### config.mk
export PLATFORM = sky130hd
export DESIGN_NAME = serial_subtractor
export DESIGN_NICKNAME = d
export VERILOG_FILES = /design/src/rtl/serial_subtractor.sv
export SDC_FILE = /design/constraint.sdc
export NUM_CORES = 1
export LEC_CHECK = 0
export ABC_CLOCK_PERIOD_IN_PS = 1850
export BUFFER_PORTS_ARGS = -buffer_cell sky130_fd_sc_hd__buf_4
export CAP_MARGIN = 5
export CORE_MARGIN = 2
export CORE_UTILIZATION = 45
export DETAILED_ROUTE_END_ITERATION = 16
export PLACE_DENSITY = 0.66
export SYNTH_ARGS = -nofsm -noshare
export SYNTH_HDL_FRONTEND = slang
export SYNTH_SLANG_ARGS = --single-unit
### constraint.sdc
create_clock -name clock -period 1.85 [get_ports clock]
set_input_delay 0.0925 -clock clock [delete_from_list [all_inputs] [get_ports clock]]
set_output_delay 0.0925 -clock clock [all_outputs]
set_load 0.05 [all_outputs]
### src/rtl/serial_subtractor.sv
// serial_subtractor: bit-serial unsigned subtractor, LSB first, one bit per cycle.
//   clock  : sole clock, rising edge
//   reset  : synchronous, active-high; aborts any operation in progress
//   start  : request; A/B are captured when accepted in IDLE
//   A, B   : minuend / subtrahend (unsigned, WIDTH bits)
//   busy   : high while the FSM is in SHIFT or DONE
//   done   : one-cycle pulse; diff/borrow (and overflow) valid
//   diff   : registered (A-B) mod 2^WIDTH, held until the next completion
//   borrow : registered final borrow (1 when A<B)
// Optional feature: define SERIAL_SUBTRACTOR_OVERFLOW_EN to add the output
//   overflow : registered two's-complement signed overflow of A-B.
module serial_subtractor #(
  parameter int WIDTH = 8
) (
  input  logic             clock,
  input  logic             reset,
  input  logic             start,
  input  logic [WIDTH-1:0] A,
  input  logic [WIDTH-1:0] B,
  output logic             busy,
  output logic             done,
  output logic [WIDTH-1:0] diff,
  output logic             borrow
`ifdef SERIAL_SUBTRACTOR_OVERFLOW_EN
  ,
  output logic             overflow
`endif
);

  localparam int CW = $clog2(WIDTH + 1);

  typedef enum logic [1:0] {IDLE, SHIFT, DONE} state_t;

  state_t           state_q, state_d;
  logic [WIDTH-1:0] a_q, a_d, b_q, b_d, res_q, res_d, diff_q, diff_d;
  logic [CW-1:0]    cnt_q, cnt_d;
  logic             bw_q, bw_d, borrow_q, borrow_d, done_q, done_d;
  logic             d_bit;
`ifdef SERIAL_SUBTRACTOR_OVERFLOW_EN
  // Operand sign bits are shifted out during SHIFT, so keep copies.
  logic             amsb_q, amsb_d, bmsb_q, bmsb_d, ovf_q, ovf_d;
`endif

  always_comb begin
    state_d  = state_q;
    a_d      = a_q;
    b_d      = b_q;
    res_d    = res_q;
    cnt_d    = cnt_q;
    bw_d     = bw_q;
    diff_d   = diff_q;
    borrow_d = borrow_q;
    done_d   = 1'b0;
    d_bit    = 1'b0;
`ifdef SERIAL_SUBTRACTOR_OVERFLOW_EN
    amsb_d   = amsb_q;
    bmsb_d   = bmsb_q;
    ovf_d    = ovf_q;
`endif
    case (state_q)
      IDLE: begin
        if (start) begin
          a_d     = A;
          b_d     = B;
          res_d   = '0;
          bw_d    = 1'b0;
          cnt_d   = CW'(WIDTH);
          state_d = SHIFT;
`ifdef SERIAL_SUBTRACTOR_OVERFLOW_EN
          amsb_d  = A[WIDTH-1];
          bmsb_d  = B[WIDTH-1];
`endif
        end
      end
      SHIFT: begin
        d_bit = a_q[0] ^ b_q[0] ^ bw_q;
        bw_d  = (~a_q[0] & b_q[0]) | (~(a_q[0] ^ b_q[0]) & bw_q);
        a_d   = a_q >> 1;
        b_d   = b_q >> 1;
        // Result fills from the top so bit 0 lands in place after WIDTH shifts.
        res_d = {d_bit, res_q[WIDTH-1:1]};
        cnt_d = cnt_q - CW'(1);
        if (cnt_q == CW'(1)) state_d = DONE;
      end
      DONE: begin
        // Only here does the result become visible; partial bits never reach diff.
        diff_d   = res_q;
        borrow_d = bw_q;
        done_d   = 1'b1;
        state_d  = IDLE;
`ifdef SERIAL_SUBTRACTOR_OVERFLOW_EN
        ovf_d    = (amsb_q != bmsb_q) && (res_q[WIDTH-1] != amsb_q);
`endif
      end
      default: state_d = IDLE;
    endcase
  end

  always_ff @(posedge clock) begin
    if (reset) begin
      state_q  <= IDLE;
      a_q      <= '0;
      b_q      <= '0;
      res_q    <= '0;
      cnt_q    <= '0;
      bw_q     <= 1'b0;
      diff_q   <= '0;
      borrow_q <= 1'b0;
      done_q   <= 1'b0;
`ifdef SERIAL_SUBTRACTOR_OVERFLOW_EN
      amsb_q   <= 1'b0;
      bmsb_q   <= 1'b0;
      ovf_q    <= 1'b0;
`endif
    end else begin
      state_q  <= state_d;
      a_q      <= a_d;
      b_q      <= b_d;
      res_q    <= res_d;
      cnt_q    <= cnt_d;
      bw_q     <= bw_d;
      diff_q   <= diff_d;
      borrow_q <= borrow_d;
      done_q   <= done_d;
`ifdef SERIAL_SUBTRACTOR_OVERFLOW_EN
      amsb_q   <= amsb_d;
      bmsb_q   <= bmsb_d;
      ovf_q    <= ovf_d;
`endif
    end
  end

  assign busy   = (state_q != IDLE);
  assign done   = done_q;
  assign diff   = diff_q;
  assign borrow = borrow_q;
`ifdef SERIAL_SUBTRACTOR_OVERFLOW_EN
  assign overflow = ovf_q;
`endif

endmodule

## Yosys cells after proc, flatten, opt, wreduce, memory -nomap -nowiden

Index checks and enable logic that the tools add are counted.

- Input bits: 19
- Register bits: 41

- Reductions and logical operators: 5
- Muxes and demuxes: 14
- Equal/unequal tests: 5
- Bitwise operators: 7
- Add/subtract/negate cells: 1

Operators by type and width:

| kind | number |
|---|---|
| case mux 8 bit (2 select lines) | 3 |
| two-way mux 8 bit | 3 |
| case mux 4 bit (2 select lines) | 1 |
| equality test 4 x 1 -> 1 bit (second input constant) | 1 |
| two-way mux 2 bit | 2 |
| two-way mux 4 bit | 1 |
| inequality test 2 bit (second input constant) | 2 |
| case mux 2 bit (2 select lines) | 1 |
| AND reduction 2 bit | 2 |
| nonzero test 2 bit | 2 |
| subtractor 4 x 1 -> 4 bit (second input constant) | 1 |
| bitwise AND 1 bit | 2 |
| equality test 2 x 1 -> 1 bit (second input constant) | 1 |
| equality test 2 bit (second input constant) | 1 |
| logical NOT 2 bit | 1 |
| two-way mux 1 bit | 2 |
| NOT 1 bit | 2 |
| case mux 1 bit (2 select lines) | 1 |
| bitwise XOR 1 bit | 2 |
| OR 1 bit | 1 |

## Logic depth before layout (Yosys ltp)

Gate-level depths: netlist of run 1.

- Depth after elaboration: 5
- Mapped depth: 6
- Gate-level depth less buffers: 5

## Least setup slack after synthesis of run 1

OpenSTA, ideal clock, no wires.

- Path kind: register to register
- From: register state_q[1]
- To: register a_q[4]
- Arrival time: 1.140 ns
- Clock period less this slack: 1.262 ns
- Required time: 1.728 ns
- Buffers on the path: 3
- Slack: 0.588 ns
- Cell stages (with the launch flop): 7
- Path through: dfxtp_1 -> buf_6 -> nand2b_4 -> buf_8 -> nor2_4 -> buf_6 -> a221o_1

- Word-level cells in the longest chain between the ends: 3

Ends and longest elaborated chain:

| what | line | RTL |
|---|---|---|
| from (decl) | 34 | `state_t state_q, state_d;` |
| from (signal assigned) | 116 | `state_q <= state_d;` |
| equality test 2 x 1 -> 1 bit / logical NOT 2 bit (equally long branches) | 60 | `case (state_q)` |
| nonzero test 2 bit (no source line) / inequality test 2 bit (equally long branches) | -- |  |
| AND reduction 2 bit (no source line) | -- |  |
| to (signal assigned) | 102 | `a_q <= '0;` |
| to (signal assigned) | 117 | `a_q <= a_d;` |
| to (decl) | 35 | `logic [WIDTH-1:0] a_q, a_d, b_q, b_d, res_q, res_d, diff_q, diff_d;` |

Several ways; a longest one is shown, not always the timed one.
A chain may end at the register's enable or synchronous reset.

## Final worst setup path of run 1

- From: register state_q[1]
- To: output port busy

- Word-level cells in the longest chain between the ends: 1

Ends and longest elaborated chain:

| what | line | RTL |
|---|---|---|
| nonzero test 2 bit | 133 | `assign busy = (state_q != IDLE);` |
| to (decl) | 20 | `output logic busy,` |

Every way passes these cells.

==> qor.txt, run 1 <==
Fin nets - 243
Initial antenna violation count - 0
First-iteration detailed-routing DRC count - 64
CTS tree - built
Vias in the first global route - 1,331
First-pass GRT wire length - 5.92 mm
DR WL/cell - 13.1 um
CTS buffer count - 5
Final global-route overflow total - 0
Max-slew headroom - 0.661
Share of layout cells above drive strength 1 - 0.252
Clock power frac - 0.323
Tcrit/Tclk final - 0.833
Hold Path Class - in2reg
CTS max path bufs - 2
Fin crit period - 1540 ps
I/O Buffers - 29
Slew @ Worst Pin - 508 ps
Post-synthesis sequential element count - 41
Leakage power - 0.872 nW
Dpl hpwl - 2.44 mm
TNS Setup - 0 ps
Most frequent cells in the layout - dfxtp_1, buf_4, a21oi_1
Worst Setup End Kind - primary output
Io pins - 30
Pwr dens - 935 nW/um^2
H-Tree Depth - 2
Comb power frac - 0.161
Register area - 821 um^2
DR vias - 1,431
Status - completed
Adder-cell share of the synthesized area - 0.0253
Distinct cell type count after synthesis - 32
Hold Vio Cnt, Final - 0
Drt via density - 5.30
Largest net degree at the start of global routing - 28
Post-Synthesis Cells - 195
Fmax - 649 MHz
Cell Int Power - 1.44 mW
GRT Total Usage - 0.177
Post-synthesis sequential area ratio - 0.462
Initial Utilization - 0.478
Die H - 66.9 um
Worst stage delay on the critical path - 510 ps
Proportion of synthesized area in mux cells - 0
Routed wire length - 3.54 mm
Fill count - 346
CP required - 1760 ps
Max Fanout on Critical Path - 19
Post-synthesis area per instance - 9.12 um^2
Synth warnings - 0
Synth-to-layout area growth - 18.0%
Die X - 66.9 um
Setup Viol. Count Final - 0
Fraction of the mapped netlist area in simple logic gates - 0.185
Largest family of logic cells by synthesized area - compound AO/OA/AOI/OAI gates
Worst Setup Start Kind - flip-flop
Arrival time worst endpoint - 1450 ps
Clock transition at path regs - 80 ps
Critical path, cell by cell - buf_4 -> or2_2 -> buf_4
Core area - 3720 um^2
Switching power total - 0.525 mW
Net Sw Frac - 0.267
Ant. Diodes - 0
Commonest non-fill, non-tap cell in the layout - dfxtp_1
Most used cell along the critical path - buf_4
Post-CTS resize count - 0
Post-synth net total - 217
RePlAce Congestion - 0.779
Final ANT Viol Nets - 0
Site Rows - 22
Sequential power share - 0.515
Critical-path cell with the highest stage delay - dfxtp_1
Slew Limit Fails - 0
Multi-input gate area - 811 um^2
TritonRoute pass-1 iters - 4
Placed Area - 1980 um^2
Mapped Area - 1780 um^2
Total clock sinks - 41
Worst Skew - 4.07 ps
Root Driver - clkbuf_8
Post-synthesis compound-gate area fraction - 0.246
Clk_lat worst skew - 290 ps
Design Area, Final - 2100 um^2
Full die area - 4470 um^2
DRC viols - 0
Post-synthesis xor/xnor area fraction - 0
Unrepaired setup endpoints after global routing - false
Worst vdd ir - 402 uV
Max-cap violations - 0
CP Class - reg2out
## per-layer routing
layer / track usage / part of all wire / vias up
met5: 0 / 0 / -
met4: 0.0714 / 0.019 / 0
met3: 0.0625 / 0.050 / 10
met2: 0.281 / 0.45 / 36
met1: 0.218 / 0.48 / 663
li1: - / - / 722
## state kept, by name, summed over array words and instances, names as in the netlist
name and cells:
bw_q 1, b_q 8, done 1, cnt_q 4, diff 8, a_q 8
borrow 1, res_q 8, state_q 2
## kinds of logic after synthesis
family	after synthesis
fa+ha+maj	3
simple gates	64
compound gates	60
buf+inv	27
flops	41
## metrics by stage
step / setup slack (ps) / power (mW) / utilization / hold slack [ps] / instances
global placement: 456 / 1.33 / 0.532 / 311 / 260
finish: 309 / 1.96 / 0.565 / 96.4 / 270
CTS: 306 / 1.98 / 0.562 / 0.926 / 269
floorplan: 588 / 1.27 / - / 218 / 195
detailed placement: 380 / 1.35 / 0.532 / 306 / 260
global route: 231 / 2.07 / 0.565 / 101 / 270
## final cells by class
cell class,instances,area share
clock buffers,7,0.0459
clock inverters,1,0.00239
inverters,12,0.0215
multi-input cells,127,0.386
flip-flops and latches,41,0.391
well taps,48,0.0286
repair buffers,34,0.124
## synth_stat cells (all sizes together)
library cell   n  share of area
dfxtp         41           0.46
a21oi         29          0.082
nor2          26          0.063
nand2         19          0.040
inv           12          0.025
buf           11          0.049
a22o          10          0.049
o221a          9          0.057
and2           5          0.018
nand2b         5          0.022
a221o          4          0.023
clkbuf         4         0.0084
nor2b          3          0.011
ha             2          0.014
nor3           2         0.0056
o2bb2ai        2         0.0099
a211oi         1         0.0042
a21o           1         0.0042
a31oi          1         0.0035
fa             1          0.011
nor3b          1         0.0042
nor4b          1          0.013
o21ai          1         0.0028
o21ba          1         0.0056
o31a           1         0.0049
or2            1         0.0035
or3b           1         0.0049
## final timing paths
path                                 start  endpoint  slack [ps]  cells past startpoint
worst max-delay path            state_q[1]      busy         310                      3
worst max register to register  state_q[0]    a_q[4]         390                      3
worst min register to register     diff[4]   diff[4]         460                      2
worst min-delay path                  B[6]    b_q[6]         100                      3
## timing repair
action / in CTS / in global routing
hold endpoints to repair: 1 / 1
setup endpoints to repair: 0 / 0
hold buffers: 1 / 1
setup buffers: 0 / 0
## power groups by stage
stage          logic [mW]  clock network (mW)  registers [mW]
6_report            0.316               0.635            1.01
5_1_grt             0.354               0.694            1.02
4_1_cts             0.319               0.648            1.01
3_5_place_dp        0.316                   0            1.03
3_3_place_gp        0.307                   0            1.03
2_1_floorplan       0.264                   0            1.00
## critical path: cells and delay by family, from the launching register on
kind | cells | cell delay, ps
buffers and inverters | 2 | 490
DFF | 1 | 510
and+or+nand+nor | 1 | 160
Note: power is estimated with default switching activity, not from simulation.
==> inputs of run 2 (changes only) <==
--- a/config.mk
+++ b/config.mk
@@ -5,7 +5,7 @@
 export SDC_FILE = /design/constraint.sdc
 export NUM_CORES = 1
 export LEC_CHECK = 0
-export ABC_CLOCK_PERIOD_IN_PS = 1850
+export ABC_CLOCK_PERIOD_IN_PS = 1500
 export BUFFER_PORTS_ARGS = -buffer_cell sky130_fd_sc_hd__buf_4
 export CAP_MARGIN = 5
 export CORE_MARGIN = 2
==> constraint.sdc (replaced) <==
create_clock -name clock -period 1.5 [get_ports clock]
set_input_delay 0.075 -clock clock [delete_from_list [all_inputs] [get_ports clock]]
set_output_delay 0.075 -clock clock [all_outputs]
set_load 0.05 [all_outputs]
==> run 2 against run 1 <==
Net effect:
- worst hold slack worse by 24 ps
- register-to-register slack worse by 290 ps
- critical path depth unchanged
==> qor.txt, run 2 (same netlist as run 1, synthesis figures left out) <==
Status - completed
Post-CTS resize count - 0
Share of layout cells above drive strength 1 - 0.262
CTS max path bufs - 2
Comb power frac - 0.170
Final global-route overflow total - 0
Commonest non-fill, non-tap cell in the layout - dfxtp_1
Largest net degree at the start of global routing - 23
CP required - 1750 ps
Initial Utilization - 0.478
DP Cell Count - 263
Synth-to-layout area growth - 19.3%
Max-slew headroom - 0.731
Setup Viol. Count Final - 0
CTS tree - built
Tcrit/Tclk final - 0.931
Hold Path Class - in2reg
Most frequent cells in the layout - dfxtp_1, buf_4, a21oi_1
TNS Setup - 0 ps
Die H - 66.9 um
TritonRoute pass-1 iters - 4
Io pins - 30
R2R depth - 3
HP Start - B[2]
Slew @ Worst Pin - 403 ps
Max-cap violations - 0
CTS buffer count - 5
First-iteration detailed-routing DRC count - 73
H-Tree Depth - 2
Worst vdd ir - 515 uV
Switching power total - 0.658 mW
Crit path from - state_q[1]
Drt via density - 5.24
Ant. Diodes - 0
Site Rows - 22
Fmax - 716 MHz
Placed Area - 2000 um^2
Worst Setup Start Kind - flip-flop
Post-CTS Setup Bufs - 0
Reg-to-Reg Start - state_q[1]
Clock transition at path regs - 80 ps
Design Area, Final - 2120 um^2
Arrival time worst endpoint - 1640 ps
Sequential power share - 0.506
Routed wire length - 3.58 mm
I/O Buffers - 29
Worst Skew - 2.90 ps
Pwr dens - 1150 nW/um^2
Final std cells w/o fill - 273
Final ANT Viol Nets - 0
First-pass GRT wire length - 5.94 mm
Hold Vio Cnt, Final - 0
Fin crit period - 1400 ps
Max Fanout on Critical Path - 16
Tot Pwr - 2.44 mW
Dpl hpwl - 2.54 mm
DRC viols - 0
Full die area - 4470 um^2
RePlAce Congestion - 0.816
Unrepaired setup endpoints after global routing - false
Initial antenna violation count - 0
Hold_buf cts - 2
Root Driver - clkbuf_8
Clock power frac - 0.324
CP Class - reg2reg
Total clock sinks - 41
Hold slack - 72.7 ps
Leakage power - 0.888 nW
Worst Setup End Kind - flip-flop
Clk_lat worst skew - 300 ps
DR vias - 1,431
GRT Total Usage - 0.181
Die X - 66.9 um
Hold Path Stages - 3
Fin nets - 246
Core area - 3720 um^2
DR WL/cell - 13.1 um
Net Sw Frac - 0.270
Vias in the first global route - 1,338
Slew Limit Fails - 0
Cell Int Power - 1.78 mW
## run 2: cell type report
cell class | count | area, um^2
Fill cell | 337 | 1600
Sequential cell | 41 | 821
Multi-Input combinational cell | 127 | 811
Timing Repair Buffer | 37 | 283
Clock buffer | 7 | 96.3
Tap cell | 48 | 60.1
Inverter | 12 | 45.0
Clock inverter | 1 | 5.00
## run 2: critical path, stage by stage, from the launching register on
cell and delay [ps]:
dfxtp_1 540, o21ba_2 250, nor2_4 330, a221o_1 210
## run 2: final timing paths
check	to	slack (ps)
min reg2reg	diff[7]	460
max	a_q[4]	100
max reg2reg	a_q[4]	100
min	b_q[2]	70
## run 2: routing by layer
layer | part of all wire | GRT usage | vias up
met5 | 0 | 0 | -
met2 | 0.46 | 0.285 | 36
met1 | 0.46 | 0.222 | 658
met4 | 0.028 | 0.112 | 0
li1 | - | - | 728
met3 | 0.050 | 0.0422 | 9
## run 2: stage by stage
step / utilization / setup slack, ps
final: 0.571 / 104
after global placement: 0.538 / 189
after global routing: 0.571 / 13.6
after floorplan: - / 238
after CTS: 0.571 / 118
after detailed placement: 0.538 / 141
## run 2: power groups by stage
| stage | combinational [mW] | sequential, mW | clock [mW] |
|---|---|---|---|
| 2_1_floorplan | 0.326 | 1.24 | 0 |
| 3_3_place_gp | 0.400 | 1.25 | 0 |
| 3_5_place_dp | 0.414 | 1.26 | 0 |
| 4_1_cts | 0.420 | 1.23 | 0.800 |
| 5_1_grt | 0.462 | 1.25 | 0.848 |
| 6_report | 0.414 | 1.23 | 0.791 |
